===== src/rtl/counter_edge_lib.sv =====
// Timing primitives for the delivery-game datapath: a rising-edge pulse
// detector, a modulo-M event counter and a saturating counter. The three
// sections share clock and asynchronous reset but are otherwise independent.
module counter_edge_lib #(
   parameter int M     = 48,
   parameter int N     = 6,
   parameter int MAX_M = 7,
   parameter int MAX_N = 3
) (
   input  logic             clock,
   input  logic             reset,
   input  logic             sinal,
   output logic             pulso,
   input  logic             mod_clear,
   input  logic             mod_conta,
   output logic [N-1:0]     mod_q,
   output logic             mod_fim,
   output logic             mod_meio,
   input  logic             max_clear,
   input  logic             max_conta,
   output logic [MAX_N-1:0] max_q,
   output logic             max_fim,
   output logic             max_meio
);

   // Decode constants, sized to the counter widths.
   localparam logic [N-1:0]     MOD_LAST = N'(M - 1);
   localparam logic [N-1:0]     MOD_MID  = N'(M / 2 - 1);
   localparam logic [MAX_N-1:0] MAX_TOP  = MAX_N'(MAX_M);
   localparam logic [MAX_N-1:0] MAX_MID  = MAX_N'(MAX_M / 2);

   // Next value of the modulo counter: wraps to zero after M-1.
   function automatic logic [N-1:0] mod_next(input logic [N-1:0] q);
      if (q == MOD_LAST) begin
         return '0;
      end
      return q + N'(1);
   endfunction

   // Next value of the saturating counter: sticks at MAX_M.
   function automatic logic [MAX_N-1:0] sat_next(input logic [MAX_N-1:0] q);
      if (q < MAX_TOP) begin
         return q + MAX_N'(1);
      end
      return q;
   endfunction

   logic sinal_p0;
   logic sinal_p1;

   // Edge detector delay line: two samples of sinal.
   always_ff @(posedge clock or posedge reset) begin
      if (reset) begin
         sinal_p0 <= 1'b0;
         sinal_p1 <= 1'b0;
      end else begin
         sinal_p0 <= sinal;
         sinal_p1 <= sinal_p0;
      end
   end

   assign pulso = sinal_p0 & ~sinal_p1;

   // Modulo counter: clear beats count, count wraps at M-1.
   always_ff @(posedge clock or posedge reset) begin
      if (reset) begin
         mod_q <= '0;
      end else if (mod_clear) begin
         mod_q <= '0;
      end else if (mod_conta) begin
         mod_q <= mod_next(mod_q);
      end
   end

   assign mod_fim  = (mod_q == MOD_LAST);
   assign mod_meio = (mod_q == MOD_MID);

   // Saturating counter: clear beats count, count holds at MAX_M.
   always_ff @(posedge clock or posedge reset) begin
      if (reset) begin
         max_q <= '0;
      end else if (max_clear) begin
         max_q <= '0;
      end else if (max_conta) begin
         max_q <= sat_next(max_q);
      end
   end

   assign max_fim  = (max_q == MAX_TOP);
   assign max_meio = (max_q == MAX_MID);

endmodule


===== config.mk =====
export PLATFORM = sky130hd
export DESIGN_NAME = counter_edge_lib
export DESIGN_NICKNAME = d
export VERILOG_FILES = /design/src/rtl/counter_edge_lib.sv
export SDC_FILE = /design/constraint.sdc
export NUM_CORES = 1
export LEC_CHECK = 0
export BUFFER_PORTS_ARGS = -buffer_cell sky130_fd_sc_hd__buf_2
export CORE_AREA = 2 2 39 41
export CTS_BUF_LIST = sky130_fd_sc_hd__clkbuf_4 sky130_fd_sc_hd__clkbuf_8
export CTS_CLUSTER_SIZE = 14
export DETAILED_ROUTE_END_ITERATION = 16
export DIE_AREA = 0 0 41 43
export PLACE_DENSITY = 0.79
export SYNTH_ARGS = -nofsm -noshare
export SYNTH_HDL_FRONTEND = slang
export SYNTH_SLANG_ARGS = --single-unit

===== constraint.sdc =====
create_clock -name clock -period 2 [get_ports clock]
set_clock_uncertainty 0.05 [all_clocks]
set_input_delay 0.4 -clock clock [delete_from_list [all_inputs] [get_ports clock]]
set_output_delay 0.4 -clock clock [all_outputs]
set_load 0.02 [all_outputs]

# Word-level counts from Yosys, hierarchy flattened
# Cells that the tools add are included.
[totals]
register_bits = 11
latch_bits = 0
mem_bits_rw = 0
romBits = 0
inputBits = 7
out_inout_bits = 14
wordCells = 31
mem_count = 0
[op_classes]
n_addsub = 2
mul = 0
div = 0
magnitude_cmp = 1
n_eq_ne = 4
shifts = 0
n_mux = 14
bitwise = 2
reduce_logical = 4
[op_table]
columns = ["op", "n"]
rows = [
  ["$mux W6", 4],
  ["$mux W3", 4],
  ["$add A6 B1 Y6 const B", 1],
  ["$eq A6 B5 Y1 const B", 1],
  ["$eq A6 B6 Y1 const B", 1],
  ["$mux W1", 6],
  ["$reduce_bool A2 Y1", 3],
  ["$add A3 B1 Y3 const B", 1],
  ["$eq A3 B2 Y1 const B", 1],
  ["$eq A3 B3 Y1 const B", 1],
  ["$lt A3 B3 Y1 const B", 1],
  ["$reduce_and A2 Y1", 1],
  ["$and A1 B1 Y1", 1],
  ["$not A1 Y1", 1],
]

# Depth between registers and ports, before layout
# Gate-level depths: netlist of run 1.
[logic_depth]
word_depth = 7
ltp_mapped = 5
mapped_depth_nobuf = 5

# Worst setup path after synthesis of run 1
# No wires, ideal clock.
[synth_path]
path_type = "register to output"
from = "reg mod_q[0]"
to = "out mod_fim"
arrival_ns = 1.331
t_required_ns = 1.550
setup_slack_ns = 0.219
path_stages_with_launch = 4
n_path_buf = 0
path_cell_list = "dfrtp_1 -> ha_1 -> nand2_1 -> nor3_1"
[synth_via]
elab_chain_len = 1
[synth_lines]
columns = ["element", "line", "source"]
rows = [
  ["start, declared", "16", "output logic [N-1:0] mod_q,"],
  ["start signal, assigned", "71", "mod_q <= mod_next(mod_q);"],
  ["$eq A6 B6 Y1", "75", "assign mod_fim = (mod_q == MOD_LAST);"],
  ["end, declared", "17", "output logic mod_fim,"],
]
# Every way passes these cells.

# Final worst setup path of run 1
[layout_path]
from = "reg mod_q[1]"
to = "out mod_fim"
# The elaborated chain is that of the path after synthesis.

==> impl_metrics.tcl, run 1 <==
set metrics [dict create \
    finalWorstSetupSlack_ns 0.146 \
    grt_first_pass_wirelength_um 1900 \
    synthTopCellsByCount "dfrtp_1 (11), a21oi_1 (5), nand2_1 (5), nor2_1 (5)" \
    period_share_pct 92.7 \
    synthTopCellsByArea "dfrtp_1 (48%), ha_1 (8.7%), a21oi_1 (4.3%), nand2_1 (3.3%), nor2_1 (3.3%)" \
    cts_sinks 11 \
    critical_path_class "reg2out" \
    finalHoldViolations 0 \
    maxClockFrequency_mhz 539 \
    avgViaCountPerCell 5.38 \
    tightest_slew_ns 0.420 \
    cts_root_buffer "clkbuf_4" \
    worst_path_max_delay_cell "dfrtp_1" \
    io_buffers 20 \
    wl_per_cell_um 12.4 \
    grt_start_max_net_pins 12 \
    dp.cells 93 \
    fin_nets 93 \
    dpl_worst_slack_ns 0.418 \
    antenna_found_initial 0 \
    place.gp.congestion 0.722 \
    drt-initial-drc-count 7 \
    start_util_pct 41.7 \
    placementRows 14 \
    hold_class "in2async" \
    synth_top_area_cell "dfrtp_1" \
    maxCapViolations 0 \
    synth_cell_types 26 \
    final_util_pct 51.9 \
    ys_seq_area_share_pct 47.7 \
    area_growth_pct 24.5 \
    drt-total-wl_um 1200 \
    die_y_um 43 \
    die_w_um 41 \
    io_pins 21 \
    via_count 522 \
    antennaDiodeCount 0 \
    dp_hpwl_um 906 \
    synth_ff_type "dfrtp_1" \
    syn_inst 59 \
    required_ns 1.55 \
    crit_path_max_fanout 5 \
    postCtsSetupRepairBufs 0 \
    period_needed_ns 1.85 \
    final_cells 97 \
    grt_setup_unrepaired "false" \
    setup_tns_ns 0 \
    gr-usage-all-layers_pct 16.5 \
    core_area_um2 1380 \
    p_leak_nw 0.376 \
    synthesis.nets 70 \
    status "finished clean" \
    ys_warn_count 0 \
    cts_made_buffers 3 \
    clk_latency_ns 0.27 \
    drc 0 \
    arrival_ns 1.40 \
    crit_chain "ha_1 -> nand2_1 -> nor3_1 -> buf_2" \
    clk_pin_slew_ns 0.07 \
    antenna_left 0 \
    setup_viol_count_final 0 \
    clockBufferDepth 2 \
    first_global_vias 442 \
    syn_avg_cell_area_um2 9.78 \
    htree_levels 1 \
    synth_top_area_share_pct 47.7 \
    ir_drop_uv 463 \
    slew_headroom_pct 72.0 \
    yosysMostFrequentCell "dfrtp_1" \
    critical-path-max-stage-delay_ns 0.41 \
    async_reset_ff_share_pct 100 \
    ys_seq_elements 11 \
    slew_viol_final 0 \
    holdWs_ns 0.0586 \
    die_area_um2 1760 \
    synth-edff-count 0 \
    synth_area_um2 577 \
    powerDensity_nw_per_um2 641 \
    drtPass1Iterations 4 \
    startpoint_type "flip-flop" \
    cts_tree "yes" \
    grt-ovfl-total 0 \
    endpoint_kind "primary output" \
    drive_gt1_share_pct 34.6 \
]
## per-layer routing
metal / share of wire, % / track usage (%) / vias to the layer above
li1: - / - / 251
met1: 42 / 19.9 / 243
met2: 49 / 24.7 / 26
met3: 8.1 / 6.28 / 2
met4: 0.67 / 8.00 / 0
met5: 0 / 0 / -
## power by group
part           total (mW)  leakage (nW)  switching (mW)  internal (mW)
Clock               0.164        0.0184          0.0730         0.0908
Sequential          0.241         0.145         0.00977          0.231
Combinational      0.0557         0.213          0.0341         0.0216
## logic make-up after synthesis
kind of cell / after synthesis / share of synthesized area [%]
xor+xnor: 2 / 3.04
mux: 1 / 1.74
buf+inv: 7 / 4.99
fa+ha+maj: 4 / 8.68
compound gates: 15 / 17.4
simple gates: 19 / 16.5
flops: 11 / 47.7
## worst max-delay path, delay by kind of cell (launching register included)
kind	cells	cell delay, ns
adder cells (fa/ha/maj)	1	0.23
buffers and inverters	1	0.21
flip-flops	1	0.41
AND/OR/NAND/NOR	2	0.29
## placed cells by master, fill, tap and decap left out
cell / netlist / layout
buf_2: 2 / 20
dfrtp_1: 11 / 10
a21oi_1: 5 / 5
nand2_1: 5 / 5
nor2_1: 5 / 5
inv_1: 4 / 4
ha_1: 4 / 4
clkbuf_4: 0 / 4
o21ai_0: 2 / 2
or4_1: 2 / 2
nor3_1: 2 / 2
xor2_1: 2 / 2
nand2_2: 1 / 1
o211ai_1: 1 / 1
nand3_1: 1 / 1
inv_2: 1 / 1
a31oi_1: 1 / 1
a21bo_2: 1 / 1
a21boi_0: 1 / 1
a2bb2oi_1: 1 / 1
nor2b_1: 1 / 1
nand4b_1: 1 / 1
o311ai_0: 1 / 1
nand2b_1: 1 / 1
mux2i_1: 1 / 1
o2111ai_1: 1 / 1
a211oi_1: 1 / 1
dfrtp_2: 0 / 1
## path summary, 6_finish.rpt
kind | start | to | slack, ns | cells past startpoint
hold reg to reg | sinal_p0 | sinal_p1 | 0.32 | 0
setup / recovery | mod_q[1] | mod_fim | 0.15 | 4
setup reg to reg | mod_q[1] | mod_q[4] | 0.62 | 4
min in group clock | sinal | sinal_p0 | 0.19 | 1
hold / removal | reset | mod_q[4] | 0.06 | 2
max in group asynchronous | reset | mod_q[0] | 1.53 | 2
## per-stage QoR
stage | cell area [um2] | total power [mW]
finish | 718 | 0.460
global route | 718 | 0.491
CTS | 717 | 0.467
detailed placement | 687 | 0.301
global placement | 687 | 0.299
floorplan | 577 | 0.280
## final cells by class
| cell class | instances | area (um2) |
|---|---|---|
| multi-input combinational | 41 | 273 |
| clock buffer | 4 | 30.0 |
| timing repair buffer | 20 | 100 |
| tap | 16 | 20.0 |
| fill | 127 | 666 |
| inverter | 5 | 18.8 |
| sequential | 11 | 277 |
## sequential cells by signal, summed over array words and instances, names as in the netlist
| signal | cells |
|---|---|
| sinal_p0 | 1 |
| mod_q | 6 |
| sinal_p1 | 1 |
| max_q | 3 |
## what timing repair did
item,4_1_cts,5_1_grt
setup endpoints to repair,0,1
gates resized for setup,0,1
hold buffers,0,0
(Power assumes the default switching activity.)
==> run 2: changes to the inputs <==
CORE_AREA = unset   (was 2 2 39 41)
CORE_MARGIN = 2   (was unset)
CORE_UTILIZATION = 40   (was unset)
DIE_AREA = unset   (was 0 0 41 43)
GPL_TIMING_DRIVEN = 0   (was unset)
PLACE_DENSITY = 0.75   (was 0.79)
==> impl_metrics.tcl, run 2 (synthesized netlist as in run 1, its figures left out) <==
set metrics [dict create \
    cts_hold_buf 0 \
    timing.rr.start "mod_q[0]" \
    antennaDiodeCount 0 \
    critical-path-max-stage-delay_ns 0.44 \
    finalHoldViolations 0 \
    postCtsSetupRepairBufs 0 \
    drc 0 \
    drt-total-wl_um 1090 \
    status "finished clean" \
    placementRows 13 \
    cts_made_buffers 3 \
    avgViaCountPerCell 4.94 \
    area.sequential_um2 275 \
    clk_pin_slew_ns 0.06 \
    final_cells 96 \
    wl_per_cell_um 11.3 \
    arrival_ns 1.43 \
    via_count 474 \
    powerDensity_nw_per_um2 630 \
    core_area_um2 1320 \
    first_global_vias 437 \
    worst_path_max_delay_cell "dfrtp_1" \
    grt-ovfl-total 0 \
    start_util_pct 43.8 \
    hold_class "in2async" \
    dp.cells 92 \
    maxCapViolations 0 \
    slew_headroom_pct 73.8 \
    area_growth_pct 24.1 \
    rrSetupSlack_ns 0.56 \
    die_area_um2 1760 \
    dpl_worst_slack_ns 0.406 \
    period_needed_ns 1.88 \
    antenna_left 0 \
    dp_hpwl_um 841 \
    multi_input_comb_area_um2 273 \
    reg2reg_to "mod_q[4]" \
    place.gp.congestion 0.784 \
    ff2ff_path_depth 4 \
    p_int_uw 343 \
    top_register "mod_q" \
    drt-initial-drc-count 2 \
    p_clk_share_pct 34.7 \
    maxClockFrequency_mhz 531 \
    p_sw_share_pct 24.0 \
    finalWorstSetupSlack_ns 0.116 \
    layout_commonest_cell "buf_2" \
    endpoint_kind "primary output" \
    antenna_found_initial 0 \
    required_ns 1.55 \
    grt_setup_unrepaired "false" \
    startpoint_type "flip-flop" \
    period_share_pct 94.2 \
    clockBufferDepth 2 \
    htree_levels 1 \
    p_comb_share_pct 11.9 \
    setup_tns_ns 0 \
    tightest_slew_ns 0.393 \
    power_frac_seq_pct 53.4 \
    cts_root_buffer "clkbuf_4" \
    setup_viol_count_final 0 \
    critical_path_class "reg2out" \
    io_buffers 18 \
    cts_sinks 11 \
    reg.largest.list "mod_q (6), max_q (3)" \
    grt_start_max_net_pins 12 \
    die_w_um 42.0 \
    largest_reg_flops 6 \
    gr-usage-all-layers_pct 14.1 \
    post_cts_resized 0 \
    io_pins 21 \
    clk_latency_ns 0.26 \
    fin_nets 93 \
    grt_first_pass_wirelength_um 1840 \
    slew_viol_final 0 \
    cts_tree "yes" \
    p_leak_nw 0.377 \
    die_y_um 42.0 \
    ir_drop_uv 368 \
    nFillCells 135 \
    crit_chain "ha_1 -> nand2_1 -> nor3_1 -> buf_2" \
    drtPass1Iterations 3 \
    drive_gt1_share_pct 33.3 \
    final_cell_mix "buf_2 (20), dfrtp_1 (11), a21oi_1 (5), nand2_1 (5), nor2_1 (5)" \
    p_sw_uw 108 \
    crit_path_max_fanout 6 \
]
==> run 2: cell counts in the layout (fill, tap and decap cells not counted) <==
Identical to the previous run, type by type.
==> run 2: per-stage QoR <==
stage	hold slack, ns	area (um2)	total power [mW]	util [%]
floorplan	0.202	577	0.280	-
global placement	0.308	686	0.298	52.0
detailed placement	0.316	686	0.299	52.0
CTS	0.0640	716	0.460	54.3
global route	0.0854	716	0.485	54.3
finish	0.0590	716	0.451	54.3
==> run 2: how the worst max path moves through the flow <==
stage,from,to,slack [ns],cells after the start
after global placement,mod_q[0],mod_fim,0.40,4
after floorplan,mod_q[0],mod_fim,0.22,3
final,mod_q[0],mod_fim,0.12,4
after detailed placement,mod_q[0],mod_fim,0.41,4
after global routing,mod_q[0],mod_fim,0.002,4
after CTS,mod_q[0],mod_fim,0.10,4
==> run 2: layout make-up <==
class | count | area share [%]
timing repair buffer | 18 | 12.6
buffer | 2 | 1.40
multi-input combinational | 41 | 38.1
sequential | 11 | 38.5
clock buffer | 4 | 4.20
tap | 15 | 2.62
inverter | 5 | 2.62
==> run 2: routing by layer <==
layer	GRT usage (%)	up-vias	part of all wire (%)	routed length (um)
li1	-	249	-	-
met1	19.3	205	47	514
met2	20.9	18	44	480
met3	2.59	2	7.6	83
met5	0	-	0	0
met4	7.74	0	0.55	6
==> run 2: worst max-delay path: cells and delay by family, from the launching register on <==
family,cells,cell delay (ns)
fa+ha+maj,1,0.24
buf+inv,1,0.21
flops,1,0.44
simple gates,2,0.28
==> run 2: power by group through the flow <==
stage | combinational (mW) | clock, mW | sequential [mW]
after floorplan | 0.0289 | 0 | 0.251
after global placement | 0.0540 | 0 | 0.244
after detailed placement | 0.0546 | 0 | 0.245
after CTS | 0.0548 | 0.164 | 0.240
after global routing | 0.0610 | 0.182 | 0.242
final | 0.0536 | 0.156 | 0.240
==> run 3: changes to the inputs <==
CORE_UTILIZATION = 43   (was 40)
PLACE_DENSITY = 0.79   (was 0.75)
clock period = 2.4 ns   (was 2 ns; I/O delays follow)
==> impl_metrics.tcl, run 3 (synthesized netlist as in run 1, its figures left out) <==
set metrics [dict create \
    grt-ovfl-total 0 \
    arrival_ns 1.45 \
    reg.largest.list "mod_q (6), max_q (3)" \
    p_clk_share_pct 35.6 \
    post_cts_resized 0 \
    timing.rr.start "mod_q[0]" \
    placementRows 13 \
    tightest_slew_ns 0.393 \
    place.gp.congestion 0.695 \
    p_leak_nw 0.377 \
    startpoint_type "flip-flop" \
    core_area_um2 1270 \
    critical_path_class "reg2out" \
    endpoint_kind "primary output" \
    hold_class "in2async" \
    ir_drop_uv 265 \
    drc 0 \
    maxClockFrequency_mhz 506 \
    gr-usage-all-layers_pct 17.8 \
    drt-total-wl_um 1160 \
    reg2reg_to "mod_q[4]" \
    final_util_pct 56.4 \
    drive_gt1_share_pct 33.3 \
    clk_latency_ns 0.27 \
    cts_root_buffer "clkbuf_4" \
    antenna_found_initial 0 \
    status "finished clean" \
    die_y_um 40.6 \
    cts_made_buffers 3 \
    drt-initial-drc-count 3 \
    dp_hpwl_um 875 \
    finalHoldViolations 0 \
    powerDensity_nw_per_um2 534 \
    rrSetupSlack_ns 0.95 \
    cp-endpoint "mod_fim" \
    postCtsSetupRepairBufs 0 \
    clockBufferDepth 2 \
    largest_reg_flops 6 \
    die_w_um 40.6 \
    cts_sinks 11 \
    antennaDiodeCount 0 \
    layout_commonest_cell "buf_2" \
    via_count 523 \
    final_cell_mix "buf_2 (20), dfrtp_1 (11), a21oi_1 (5), nand2_1 (5), nor2_1 (5)" \
    cts_tree "yes" \
    p_sw_uw 96.2 \
    setup_tns_ns 0 \
    wl_per_cell_um 12.1 \
    area_growth_pct 24.1 \
    grt_start_max_net_pins 12 \
    die_area_um2 1650 \
    grt_setup_unrepaired "false" \
    grt_first_pass_wirelength_um 1850 \
    top_register "mod_q" \
    drtPass1Iterations 4 \
    slew_viol_final 0 \
    io_buffers 18 \
    clk_pin_slew_ns 0.07 \
    cts_hold_buf 0 \
    p_sw_share_pct 25.2 \
    p_comb_share_pct 11.9 \
    setup_viol_count_final 0 \
    io_pins 21 \
    antenna_left 0 \
    start_util_pct 45.5 \
    slew_headroom_pct 73.8 \
    first_global_vias 444 \
    avgViaCountPerCell 5.45 \
    p_int_uw 286 \
    cp-startpoint "mod_q[0]" \
    maxCapViolations 0 \
    crit_path_max_fanout 6 \
    ff2ff_path_depth 4 \
    power_frac_seq_pct 52.5 \
    place_area_um2 686 \
    final_cell_area_um2 716 \
    required_ns 1.87 \
    fin_nets 93 \
    htree_levels 1 \
    period_share_pct 82.3 \
    period_needed_ns 1.98 \
]
[run 3: through the flow]
stage | cells | setup slack (ns) | power [mW] | hold WS [ns]
6_report | 96 | 0.424 | 0.382 | 0.127
4_1_cts | 96 | 0.410 | 0.387 | 0.134
3_5_place_dp | 92 | 0.723 | 0.250 | 0.312
5_1_grt | 96 | 0.261 | 0.405 | 0.147
2_1_floorplan | 59 | 0.539 | 0.234 | 0.282
3_3_place_gp | 92 | 0.726 | 0.248 | 0.303
[run 3: power groups by stage]
stage | Combinational [mW] | Clock (mW) | Sequential, mW
after floorplan | 0.0241 | 0 | 0.209
after global placement | 0.0448 | 0 | 0.203
after detailed placement | 0.0463 | 0 | 0.204
after CTS | 0.0465 | 0.140 | 0.201
after global routing | 0.0519 | 0.152 | 0.202
final | 0.0454 | 0.136 | 0.201
[run 3: cell type report]
cell class	instances	area, um2
inverter	5	18.8
multi-input combinational	41	273
tap	15	18.8
fill	126	553
clock buffer	4	30.0
timing repair buffer	18	90.1
buffer	2	10.0
sequential	11	275
[run 3: worst min path at each step]
stage	from	to	cells past startpoint
detailed placement	sinal_p0	sinal_p1	0
finish	reset	mod_q[5]	2
global placement	sinal_p0	sinal_p1	0
floorplan	reset	max_q[0]	1
global route	reset	sinal_p1	2
CTS	reset	max_q[1]	2
[run 3: metal layers]
metal	track usage, %	share of wire [%]	wire [um]
met1	20.6	44	515
met2	29.4	48	551
met3	3.26	5.7	66
met4	12.5	2.1	24
met5	0	0	0
[run 3: worst max-delay path, cell delays in order (launching register included)]
cell and delay (ns):
dfrtp_1 0.44, ha_1 0.25, nand2_1 0.08, nor3_1 0.19, buf_2 0.21
